**src/rtl/mult18_serial.sv**
```systemverilog
// Sequential unsigned shift-add multiplier: one partial product per clock.
// Responds to a level-based calc_start/done four-phase handshake.
module mult18_serial #(
    parameter int WIDTH = 18
) (
    input  logic                 CLK,
    input  logic                 RST,
    input  logic [WIDTH-1:0]     dataa,
    input  logic [WIDTH-1:0]     datab,
    input  logic                 calc_start,
    output logic [2*WIDTH-1:0]   result,
    output logic                 done,
    output logic                 busy
);

    localparam int CW = (WIDTH > 1) ? $clog2(WIDTH) : 1;
    localparam logic [CW-1:0] LAST = CW'(WIDTH - 1);

    typedef enum logic [1:0] {
        IDLE,
        BUSY,
        DONE
    } state_t;

    state_t               state_q, state_d;
    logic [WIDTH-1:0]     a_q, a_d;
    logic [WIDTH-1:0]     b_q, b_d;
    logic [2*WIDTH-1:0]   acc_q, acc_d;
    logic [CW-1:0]        count_q, count_d;
    logic [2*WIDTH-1:0]   result_q, result_d;
    logic                 done_q, done_d;

    logic [2*WIDTH-1:0]   partial;
    logic [2*WIDTH-1:0]   acc_sum;

    // Multiplicand shifted into the column selected by the current multiplier bit.
    assign partial = {{WIDTH{1'b0}}, a_q} << count_q;
    assign acc_sum = acc_q + (b_q[count_q] ? partial : '0);

    // NOTE: every variable gets a default before the case so no latch is inferred.
    always_comb begin
        state_d  = state_q;
        a_d      = a_q;
        b_d      = b_q;
        acc_d    = acc_q;
        count_d  = count_q;
        result_d = result_q;
        done_d   = done_q;

        case (state_q)
            IDLE: begin
                done_d = 1'b0;
                if (calc_start) begin
                    a_d     = dataa;
                    b_d     = datab;
                    acc_d   = '0;
                    count_d = '0;
                    state_d = BUSY;
                end
            end
            BUSY: begin
                // A dropped request wins over completion; result is left untouched.
                if (!calc_start) begin
                    done_d  = 1'b0;
                    state_d = IDLE;
                end else begin
                    acc_d   = acc_sum;
                    count_d = count_q + CW'(1);
                    if (count_q == LAST) begin
                        result_d = acc_sum;
                        done_d   = 1'b1;
                        state_d  = DONE;
                    end
                end
            end
            DONE: begin
                if (!calc_start) begin
                    done_d  = 1'b0;
                    state_d = IDLE;
                end
            end
            default: begin
                done_d  = 1'b0;
                state_d = IDLE;
            end
        endcase
    end

    // NOTE: sequential state uses non-blocking assignments so all registers update together.
    always_ff @(posedge CLK or negedge RST) begin
        if (!RST) begin
            state_q  <= IDLE;
            a_q      <= '0;
            b_q      <= '0;
            acc_q    <= '0;
            count_q  <= '0;
            result_q <= '0;
            done_q   <= 1'b0;
        end else begin
            state_q  <= state_d;
            a_q      <= a_d;
            b_q      <= b_d;
            acc_q    <= acc_d;
            count_q  <= count_d;
            result_q <= result_d;
            done_q   <= done_d;
        end
    end

    assign result = result_q;
    assign done   = done_q;
    assign busy   = (state_q == BUSY);

endmodule

```
**config.mk**
```make
export PLATFORM = sky130hd
export DESIGN_NAME = mult18_serial
export DESIGN_NICKNAME = d
export VERILOG_FILES = /design/src/rtl/mult18_serial.sv
export SDC_FILE = /design/constraint.sdc
export NUM_CORES = 1
export LEC_CHECK = 0
export ABC_AREA = 1
export BUFFER_PORTS_ARGS = -buffer_cell sky130_fd_sc_hd__buf_2
export CAP_MARGIN = 20
export CORE_MARGIN = 2
export CORE_UTILIZATION = 55
export DETAILED_ROUTE_END_ITERATION = 7
export PLACE_DENSITY = 0.78
export SLEW_MARGIN = 40
export SYNTH_ARGS = -nofsm -noshare
export SYNTH_HDL_FRONTEND = slang
export SYNTH_SLANG_ARGS = --single-unit
```
**constraint.sdc**
```tcl
create_clock -name CLK -period 3 [get_ports CLK]
set_input_delay 0.45 -clock CLK [delete_from_list [all_inputs] [get_ports CLK]]
set_output_delay 0.45 -clock CLK [all_outputs]
set_load 0.01 [all_outputs]
```
==> impl_metrics.json <==
{
  "result_of_the_run": "finished with violations",
  "failed_checks": "negative setup slack",
  "crit_path_start_kind": "flop",
  "leading_cell_type_in_the_layout_fill_and_taps_excluded": "nand2_1",
  "grt_start_max_net_pins": 54,
  "layout.cells.most_common_list": "452 x nand2_1, 152 x buf_4, 114 x dfrtp_1",
  "final-max-slew-violation-count": 0,
  "synthToLayoutAreaGrowth_pct": 51.64,
  "clock-root-buffer": "clkbuf_16",
  "cp-end-kind": "flop",
  "arrival_ps": 3580,
  "setup_viol": 54,
  "switching_power_w": 0.004057,
  "ys_seq_elements": 116,
  "total_leakage_power_nw": 6.935,
  "synthArstFlopShare_pct": 100.0,
  "yosysSeqAreaShare_pct": 34.15,
  "fin_worst_skew_ps": 12.30,
  "netlist-cell-type-count": 43,
  "fp.dieArea_sq_mm": 0.01646,
  "startpoint": "count_q[0]",
  "critical_path_peak_fanout": 11,
  "final_layout_setup_total_negative_slack_ps": -9225,
  "wirelength_um": 31120,
  "core-area_sq_mm": 0.01515,
  "min_period_ps": 3261,
  "dr.pass1.iters": 6,
  "drt_first_iter_violations": 743,
  "number_of_enable_flip_flop_cells_after_synthesis": 0,
  "final-instance-count-excl-fill": 1738,
  "worst_skew_pair.late_latency_ps": 430,
  "antennaDiodeCount": 0,
  "grt_pass1_wl_um": 44280,
  "seq_power_share_pct": 21.2,
  "drive_gt1_share_pct": 44.13,
  "final_min_period_over_clock_period_pct": 108.7,
  "internal-power_w": 0.005296,
  "routed_via_density": 5.690,
  "synth.avg_cell_area_sq_um": 6.523,
  "maxSlewHeadroom_pct": 50.36,
  "die_w_um": 128.3,
  "pwr-share-comb_pct": 58.3,
  "cts_h_tree_depth": 4,
  "max_cap_viol_count": 0,
  "grt_use_total_pct": 33.93,
  "ir_drop_uv": 555.0,
  "max-clock-path-buffers": 2,
  "critical_path_required_ps": 3320,
  "finish.net_count": 1614,
  "postRouteAntennaNets": 0,
  "clock_transition_at_the_register_clock_pins_on_the_worst_setup_and_hold_paths_after_cts_ps": 70,
  "clkSinkCount": 116,
  "detailedPlacementHpwl_um": 18940,
  "first_global_vias": 9223,
  "number_of_antenna_violations_at_the_first_check_in_global_routing": 0,
  "final_report_hold_violation_count": 0,
  "gr-total-overflow": 0,
  "rsz0062_at_grt": "true",
  "port_buffer_cells": 76,
  "ios": 77,
  "holdCritPathClass": "input port to asynchronous set/reset pin",
  "netlist_area_sq_mm": 0.008499,
  "fin_worst_hold_slack_ps": 33.49,
  "dieHeight_um": 128.3,
  "worst-slew-pin-transition_ps": 744.6,
  "synth_ff_type": "dfrtp_1",
  "drc": 0,
  "power_density_mw_per_mm2": 725.6,
  "rr_startpoint": "count_q[0]",
  "clockPowerShare_pct": 20.4,
  "maxClockFrequency_ghz": 0.3066,
  "yosysWarningCount": 0,
  "vias": 9889,
  "cts_made_buffers": 17,
  "fp-row-count": 45,
  "synth_nets": 1380,
  "power.switching_fraction_pct": 43.38,
  "tritoncts_clock_tree": "built",
  "wire_per_inst_um": 17.91,
  "place.detailed.instances": 1678,
  "initial_core_util_pct": 56.12,
  "globalplace.congestion": 0.9806,
  "path_type_of_the_worst_setup_path": "flop to flop",
  "total_power_w": 0.009353,
  "post_synthesis_instance_total": 1303,
  "worst_setup_margin_ps": -261.4
}
final timing paths:
path	endpoint	slack, ps	cells after the start
max reg2reg	acc_q[30]	-260	23
min	acc_q[6]	30	1
max	acc_q[30]	-260	23
max in group asynchronous	a_q[7]	2250	2
min reg2reg	result[19]	470	2
min in group CLK	a_q[9]	220	3
sequential cells by signal (all words and copies together), names as in the netlist:
name and count:
a_q 18, acc_q 36, b_q 18, count_q 5, done 1, result 36, state_q 2
Yosys cell counts (15+ instances only):
master	instances	area share (%)
a21oi_1	41	2.4
buf_2	18	1.1
dfrtp_1	116	34
ha_1	37	5.4
inv_1	126	5.6
nand2_1	566	25
nand3_1	123	7.2
nor2_1	75	3.3
nor3_1	15	0.88
o21ai_0	30	1.8
o21ai_1	18	1.1
xor2_1	15	1.5
cells by family after synthesis:
group           Yosys count  share of synthesized area, %
xor+xnor                 18                         1.855
buf+inv                 181                         9.201
compound gates          123                         8.538
fa+ha+maj                38                         5.682
flops                   116                         34.15
mux                       1                        0.1178
simple gates            826                         40.45
worst max-delay path, cell delays in order (launching register included):
cell and delay, ps:
dfrtp_2 480, clkinv_4 110, buf_4 150, buf_12 140, o21ai_4 160, nand2_2 70, nand3_2 80, nand2_2 80
buf_4 140, o21ai_2 120, o21ai_1 70, nand2_1 80, inv_2 50, ha_4 280, nand2_2 90, o21ai_1 290
nand2_1 150, nand2_1 120, a21oi_2 60, buf_4 130, nand2_1 70, nand2_2 50, nand3_1 80, nand2_1 50
final cells by class:
| type | count | area [sq um] |
|---|---|---|
| tap | 188 | 235.2 |
| clock buffer | 18 | 439.2 |
| inverter | 135 | 519.2 |
| timing repair inverter | 1 | 3.754 |
| sequential | 116 | 2905 |
| multi-input combinational | 1006 | 6708 |
| fill | 860 | 2257 |
| clock inverter | 14 | 105.1 |
| timing repair buffer | 260 | 1973 |
power by group through the flow:
| stage | combinational [W] | sequential [W] | clock (W) |
|---|---|---|---|
| after detailed placement | 0.00341 | 0.00193 | 0 |
| after global placement | 0.00335 | 0.00193 | 0 |
| after floorplan | 0.00206 | 0.00189 | 0 |
| final | 0.00545 | 0.00199 | 0.00191 |
| after CTS | 0.00423 | 0.00196 | 0.00190 |
| after global routing | 0.00577 | 0.00201 | 0.00198 |
metal layers:
layer	GRT usage, %	part of all wire (%)	wire length, um
met1	41.56	39	12210
met2	59.54	49	15300
met3	5.968	6.5	2018
met4	13.25	5.1	1595
met5	0	0	0
repair_timing:
action                                  in CTS  in global routing
endpoints found under the hold margin        0                  0
hold buffers                                 0                  0
gates cloned                                 4                  1
gates resized for setup                    234                235
endpoints found under the setup margin      60                 62
buffers inserted                            11                 13
pin swaps                                   69                 62
metrics by stage:
stage | utilization [%] | setup slack [ps] | cell area, sq um
6_report | 85.10 | -261.4 | 12890
3_3_place_gp | 66.79 | -380.0 | 10120
2_1_floorplan | - | 27.35 | 8499
4_1_cts | 78.11 | -102.0 | 11830
3_5_place_dp | 66.79 | -398.2 | 10120
5_1_grt | 85.10 | -402.4 | 12890
Power figures use the tool's default switching activity.
